[src/rtl/tester_intr_axil_slave.sv]
`default_nettype none
// ============================================================================
//  Module   : tester_intr_axil_slave
//  Brief    : AXI4-Lite interrupt controller. Latches up to C_NUM_OF_INTR
//             sources into ISR and drives one level irq gated by GIER/IER.
//             Map: 0 GIER, 1 IER, 2 ISR, 3 IAR (W1C), 4 IPR, 5-7 reserved.
//  Revision : 1.0 - initial release
// ============================================================================
module tester_intr_axil_slave #(
  parameter int          C_S_AXI_DATA_WIDTH  = 32,
  parameter int          C_S_AXI_ADDR_WIDTH  = 5,
  parameter int          C_NUM_OF_INTR       = 1,
  parameter logic [31:0] C_INTR_SENSITIVITY  = 32'hFFFFFFFF,
  parameter logic [31:0] C_INTR_ACTIVE_STATE = 32'hFFFFFFFF,
  parameter logic        C_IRQ_ACTIVE_STATE  = 1'b1
) (
  input  logic                            S_AXI_INTR_ACLK,
  input  logic                            S_AXI_INTR_ARESET,
  input  logic [C_S_AXI_ADDR_WIDTH-1:0]   S_AXI_INTR_AWADDR,
  input  logic [2:0]                      S_AXI_INTR_AWPROT,
  input  logic                            S_AXI_INTR_AWVALID,
  output logic                            S_AXI_INTR_AWREADY,
  input  logic [C_S_AXI_DATA_WIDTH-1:0]   S_AXI_INTR_WDATA,
  input  logic [C_S_AXI_DATA_WIDTH/8-1:0] S_AXI_INTR_WSTRB,
  input  logic                            S_AXI_INTR_WVALID,
  output logic                            S_AXI_INTR_WREADY,
  output logic [1:0]                      S_AXI_INTR_BRESP,
  output logic                            S_AXI_INTR_BVALID,
  input  logic                            S_AXI_INTR_BREADY,
  input  logic [C_S_AXI_ADDR_WIDTH-1:0]   S_AXI_INTR_ARADDR,
  input  logic [2:0]                      S_AXI_INTR_ARPROT,
  input  logic                            S_AXI_INTR_ARVALID,
  output logic                            S_AXI_INTR_ARREADY,
  output logic [C_S_AXI_DATA_WIDTH-1:0]   S_AXI_INTR_RDATA,
  output logic [1:0]                      S_AXI_INTR_RRESP,
  output logic                            S_AXI_INTR_RVALID,
  input  logic                            S_AXI_INTR_RREADY,
  input  logic [C_NUM_OF_INTR-1:0]        intr_src,
  output logic                            irq
);

  localparam int DW = C_S_AXI_DATA_WIDTH;
  localparam logic [DW-1:0] c_intr_mask =
    (C_NUM_OF_INTR >= DW) ? {DW{1'b1}} : DW'((64'd1 << C_NUM_OF_INTR) - 64'd1);

  typedef enum logic [0:0] {W_IDLE = 1'b0, W_RESP = 1'b1} wstate_t;
  typedef enum logic [0:0] {R_IDLE = 1'b0, R_DATA = 1'b1} rstate_t;

  wstate_t r_wstate, w_wstate_nxt;
  rstate_t r_rstate, w_rstate_nxt;
  logic    w_wr_hs, w_rd_hs;

  logic                     r_gier;
  logic [DW-1:0]            r_ier, r_isr, r_rdata;
  logic [C_NUM_OF_INTR-1:0] r_prev;
  logic                     r_irq;

  logic [DW-1:0] w_wmask, w_clr, w_set, w_rd_mux;
  logic [2:0]    w_wsel, w_rsel;
  logic          w_unused_ok;

  assign w_wsel = S_AXI_INTR_AWADDR[4:2];
  assign w_rsel = S_AXI_INTR_ARADDR[4:2];

  // Protection bits and byte-offset address bits carry no meaning here.
  assign w_unused_ok = ^{S_AXI_INTR_AWPROT, S_AXI_INTR_ARPROT,
                         S_AXI_INTR_AWADDR[1:0], S_AXI_INTR_ARADDR[1:0]};

  genvar gi;
  // Byte enables expanded to a bit mask.
  for (gi = 0; gi < DW/8; gi++) begin : g_strb
    assign w_wmask[gi*8 +: 8] = {8{S_AXI_INTR_WSTRB[gi]}};
  end

  // Per-source set condition; sources beyond C_NUM_OF_INTR never set.
  for (gi = 0; gi < DW; gi++) begin : g_detect
    if (gi < C_NUM_OF_INTR) begin : g_src
      assign w_set[gi] = (intr_src[gi] == C_INTR_ACTIVE_STATE[gi]) &&
                         (!C_INTR_SENSITIVITY[gi] || (r_prev[gi] != intr_src[gi]));
    end else begin : g_none
      assign w_set[gi] = 1'b0;
    end
  end

  assign w_clr = (w_wr_hs && (w_wsel == 3'd3)) ? (S_AXI_INTR_WDATA & w_wmask) : '0;

  // Write channel state register.
  always_ff @(posedge S_AXI_INTR_ACLK) begin
    if (S_AXI_INTR_ARESET) r_wstate <= W_IDLE;
    else                   r_wstate <= w_wstate_nxt;
  end

  // Write channel: accept AW and W only together, then hold BVALID until BREADY.
  always_comb begin
    w_wstate_nxt = r_wstate;
    w_wr_hs      = 1'b0;
    case (r_wstate)
      W_IDLE: begin
        if (!S_AXI_INTR_ARESET && S_AXI_INTR_AWVALID && S_AXI_INTR_WVALID) begin
          w_wr_hs      = 1'b1;
          w_wstate_nxt = W_RESP;
        end
      end
      W_RESP: if (S_AXI_INTR_BREADY) w_wstate_nxt = W_IDLE;
      default: w_wstate_nxt = W_IDLE;
    endcase
  end

  // Read channel state register.
  always_ff @(posedge S_AXI_INTR_ACLK) begin
    if (S_AXI_INTR_ARESET) r_rstate <= R_IDLE;
    else                   r_rstate <= w_rstate_nxt;
  end

  // Read channel: one-cycle ARREADY, then hold RVALID until RREADY.
  always_comb begin
    w_rstate_nxt = r_rstate;
    w_rd_hs      = 1'b0;
    case (r_rstate)
      R_IDLE: begin
        if (!S_AXI_INTR_ARESET && S_AXI_INTR_ARVALID) begin
          w_rd_hs      = 1'b1;
          w_rstate_nxt = R_DATA;
        end
      end
      R_DATA: if (S_AXI_INTR_RREADY) w_rstate_nxt = R_IDLE;
      default: w_rstate_nxt = R_IDLE;
    endcase
  end

  // Read mux over current register state (pre-write values on a shared edge).
  always_comb begin
    w_rd_mux = '0;
    case (w_rsel)
      3'd0:    w_rd_mux[0] = r_gier;
      3'd1:    w_rd_mux    = r_ier;
      3'd2:    w_rd_mux    = r_isr;
      3'd4:    w_rd_mux    = r_isr & r_ier;
      default: w_rd_mux    = '0;
    endcase
  end

  // Read data captured at the address handshake and held while RVALID.
  always_ff @(posedge S_AXI_INTR_ACLK) begin
    if (S_AXI_INTR_ARESET) r_rdata <= '0;
    else if (w_rd_hs)      r_rdata <= w_rd_mux;
  end

  // Control registers, status latch with set-over-clear, edge history.
  always_ff @(posedge S_AXI_INTR_ACLK) begin
    if (S_AXI_INTR_ARESET) begin
      r_gier <= 1'b0;
      r_ier  <= '0;
      r_isr  <= '0;
      r_prev <= '0;
    end else begin
      r_prev <= intr_src;
      r_isr  <= ((r_isr & ~w_clr) | w_set) & c_intr_mask;
      if (w_wr_hs && (w_wsel == 3'd0) && S_AXI_INTR_WSTRB[0])
        r_gier <= S_AXI_INTR_WDATA[0];
      if (w_wr_hs && (w_wsel == 3'd1))
        r_ier <= ((r_ier & ~w_wmask) | (S_AXI_INTR_WDATA & w_wmask)) & c_intr_mask;
    end
  end

  // Registered irq follows GIER & any pending bit one cycle later.
  always_ff @(posedge S_AXI_INTR_ACLK) begin
    if (S_AXI_INTR_ARESET)                r_irq <= ~C_IRQ_ACTIVE_STATE;
    else if (r_gier && |(r_isr & r_ier))  r_irq <= C_IRQ_ACTIVE_STATE;
    else                                  r_irq <= ~C_IRQ_ACTIVE_STATE;
  end

  assign S_AXI_INTR_AWREADY = w_wr_hs;
  assign S_AXI_INTR_WREADY  = w_wr_hs;
  assign S_AXI_INTR_BVALID  = (r_wstate == W_RESP);
  assign S_AXI_INTR_BRESP   = 2'b00;
  assign S_AXI_INTR_ARREADY = w_rd_hs;
  assign S_AXI_INTR_RVALID  = (r_rstate == R_DATA);
  assign S_AXI_INTR_RDATA   = r_rdata;
  assign S_AXI_INTR_RRESP   = 2'b00;
  assign irq                = r_irq;

endmodule
`default_nettype wire

[config.mk]
export PLATFORM = sky130hd
export DESIGN_NAME = tester_intr_axil_slave
export DESIGN_NICKNAME = d
export VERILOG_FILES = /design/src/rtl/tester_intr_axil_slave.sv
export SDC_FILE = /design/constraint.sdc
export NUM_CORES = 1
export LEC_CHECK = 0
export ABC_AREA = 1
export CORE_MARGIN = 2
export CORE_UTILIZATION = 24
export CTS_BUF_LIST = sky130_fd_sc_hd__clkbuf_16
export CTS_CLUSTER_DIAMETER = 200
export DETAILED_ROUTE_END_ITERATION = 8
export GPL_ROUTABILITY_DRIVEN = 1
export HOLD_SLACK_MARGIN = 0.03
export PLACE_DENSITY_LB_ADDON = 0.2
export SLEW_MARGIN = 20
export SYNTH_ARGS = -nofsm -noshare
export SYNTH_HDL_FRONTEND = slang
export SYNTH_SLANG_ARGS = --single-unit
[constraint.sdc]
create_clock -name S_AXI_INTR_ACLK -period 1.59 [get_ports S_AXI_INTR_ACLK]
set_input_delay 0.2385 -clock S_AXI_INTR_ACLK [delete_from_list [all_inputs] [get_ports S_AXI_INTR_ACLK]]
set_output_delay 0.2385 -clock S_AXI_INTR_ACLK [all_outputs]
set_load 0.01 [all_outputs]
==> flow_metrics.env <==
export IMPL_status="completed"
export IMPL_setup_violations_final=0
export IMPL_syn_cell_area_sq_um=666
export IMPL_core_area_sq_um=2690
export IMPL_clk_latency_ns=0.23
export IMPL_drt_drc_violations_left=0
export IMPL_most_common_cell_after_layout_fill_and_taps_aside="conb_1"
export IMPL_detail_route_wl_per_cell_microns=6.91
export IMPL_hold_critical_path_endpoint="r_prev$_SDFF_PP0_"
export IMPL_via_per_inst=3.35
export IMPL_clockRootBuffer="clkbuf_16"
export IMPL_yosysSeqAreaShare_pct=24.1
export IMPL_routed_wl_microns=1110
export IMPL_switchingPower_mw=0.172
export IMPL_design_die_area_sq_um=3210
export IMPL_pin_count_of_the_biggest_net_entering_global_routing=6
export IMPL_critical_path_arrival_ns=1.19
export IMPL_cts_post_setup_buffers_inserted=0
export IMPL_clk_transition_reported_paths_ns=0.04
export IMPL_power_clock_fraction_pct=53.7
export IMPL_fin_nets=192
export IMPL_critical_path_max_fanout=2
export IMPL_swShare_pct=22.3
export IMPL_grt_setup_unrepaired="false"
export IMPL_htree_num_levels=1
export IMPL_start_util_pct=24.8
export IMPL_synth_area_top_cells="buf_4, dfxtp_1, nand2_1, nor2_1, inv_1"
export IMPL_worstSetupStartpointType="input pin"
export IMPL_peakVddDrop_v=0.000415
export IMPL_maxClockFrequency_mhz=701
export IMPL_gp_congestion=0.665
export IMPL_cts_buffers=3
export IMPL_post_dp_hpwl_microns=949
export IMPL_final_layout_size_suffix_gt1_share_pct=9.23
export IMPL_hp_class="input pin to flop"
export IMPL_minimum_setup_slack_among_reg_to_reg_paths_ns=0.55
export IMPL_global_route_total_overflow=0
export IMPL_antenna_found_initial=0
export IMPL_die_h_microns=56.7
export IMPL_synth_top_area_share_pct=40.6
export IMPL_detailedRoute_firstIterationViolations=6
export IMPL_tritoncts="built"
export IMPL_critPathMaxStageDelay_ns=0.45
export IMPL_yosys_area_top_type="buf_4"
export IMPL_ys_types=14
export IMPL_netlist_instances=101
export IMPL_post_cts_resize_count=4
export IMPL_finalCritPeriodShare_pct=89.7
export IMPL_first_global_vias=441
export IMPL_worst_clock_skew_ns=0.00101
export IMPL_maxSlewViolCount=0
export IMPL_max_cap_violations=0
export IMPL_cts_path_max_buffers=2
export IMPL_required_ns=1.35
export IMPL_globalRouteTotalUtil_pct=7.05
export IMPL_power_density_cell_area_nw_per_um2=857
export IMPL_cts_hold_buffers_added=0
export IMPL_first_pass_iters=2
export IMPL_io_pins=102
export IMPL_leakage_nw=0.485
export IMPL_antenna_diode_count=0
export IMPL_seq_power_share_pct=28.1
export IMPL_clock_sink_count=8
export IMPL_rows=19
export IMPL_yosys_register_bits=8
export IMPL_crit_path_end_kind="output pin"
export IMPL_grt_pass1_wl_microns=1740
export IMPL_area_of_the_multi_input_gates_sq_um=318
export IMPL_fp_dieW_microns=56.7
export IMPL_fill_count=299
export IMPL_area_delta_synth_final_pct=34.8
export IMPL_buffer_ports_inserted=22
export IMPL_area_sequential_sq_um=160
export IMPL_hold_depth=2
export IMPL_setup_worst_path_class="input pin to output pin"
export IMPL_antenna_violating_nets_post_route=0
export IMPL_route_vias_total=539
export IMPL_combPwrFrac_pct=18.2
export IMPL_totalNegativeSetupSlack_ns=0
export IMPL_worstReg2RegEnd="r_gier$_SDFFE_PP0P_"
export IMPL_layout_cells_most_common_list="conb_1, nand2_1, clkdlybuf4s50_1"
export IMPL_cp_slowest_cell="clkdlybuf4s50_1"
export IMPL_report_power_total_mw=0.769
export IMPL_ff2ff_path_depth=7
export IMPL_synthesis_area_per_instance_sq_um=6.59
export IMPL_worstHoldStart="S_AXI_INTR_ARESET"
export IMPL_finalHoldViolCount=0
export IMPL_yosys_warnings=0
export IMPL_cellInternalPower_mw=0.597
export IMPL_timing_rr_start="S_AXI_INTR_BVALID$_SDFF_PP0_"
export IMPL_timing_final_crit_period_ns=1.43
export IMPL_path_cells="clkdlybuf4s50_1, nand2_1, inv_1, nand2_1, inv_1, dlygate4sd2_1"
-- synthesized netlist by cell type --
cell      n
buf_4    36
nand2_1  20
nor2_1   15
inv_1    11
dfxtp_1   8
nand3_1   3
a21oi_1   1
conb_1    1
inv_2     1
nand3_2   1
nor2_2    1
o21ai_0   1
o22ai_1   1
o31ai_1   1
-- power by group through the flow --
stage               combinational, mW  clock [mW]  sequential [mW]
floorplan                       0.133           0            0.220
global placement                0.142           0            0.218
detailed placement              0.142           0            0.219
CTS                             0.140       0.427            0.216
global route                    0.154       0.438            0.217
finish                          0.140       0.413            0.216
-- area by class of cell --
cell class	count	area share (%)
Multi-Input combinational cell	79	35.4
Timing Repair Buffer	28	29.0
Clock buffer	3	8.37
Inverter	12	5.02
Tap cell	31	4.32
Sequential cell	8	17.9
-- layer usage --
layer / share of wire, % / wire length (microns) / up-vias / track usage (%)
met5: 0 / 0 / - / 0
met4: 0 / 0 / 0 / 4.08
met3: 12 / 133 / 0 / 2.07
met2: 44 / 495 / 34 / 10.6
met1: 43 / 484 / 216 / 8.84
li1: - / - / 289 / -
-- critical path, delay by kind of cell --
kind	cells	cell delay, ns
buf+inv	4	0.84
simple gates	2	0.11
-- worst max-delay path by stage --
stage / start / end / slack (ns)
CTS: S_AXI_INTR_WVALID / S_AXI_INTR_AWREADY / 0.15
global placement: S_AXI_INTR_ARESET / S_AXI_INTR_AWREADY / -0.23
detailed placement: S_AXI_INTR_ARESET / S_AXI_INTR_AWREADY / -0.23
floorplan: S_AXI_INTR_BVALID$_SDFF_PP0_ / S_AXI_INTR_WREADY / 0.61
finish: S_AXI_INTR_WVALID / S_AXI_INTR_WREADY / 0.16
global route: S_AXI_INTR_WVALID / S_AXI_INTR_WREADY / 0.05
-- logic make-up after synthesis --
logic type,Yosys count,share of synthesized area (%)
flops,8,24.1
other cells,1,0.563
buf+inv,48,47.4
compound gates,4,3.57
simple gates,40,24.4
-- metrics by stage --
step	area [sq um]	cells	utilization, %	hold WS, ns	worst slack (ns)
after floorplan	793	135	-	0.308	0.607
after global placement	827	158	30.8	0.417	-0.228
after detailed placement	827	158	30.8	0.436	-0.234
after CTS	897	161	33.4	0.426	0.148
after global routing	897	161	33.4	0.459	0.0504
final	897	161	33.4	0.425	0.163
Power figures use the tool's default switching activity.
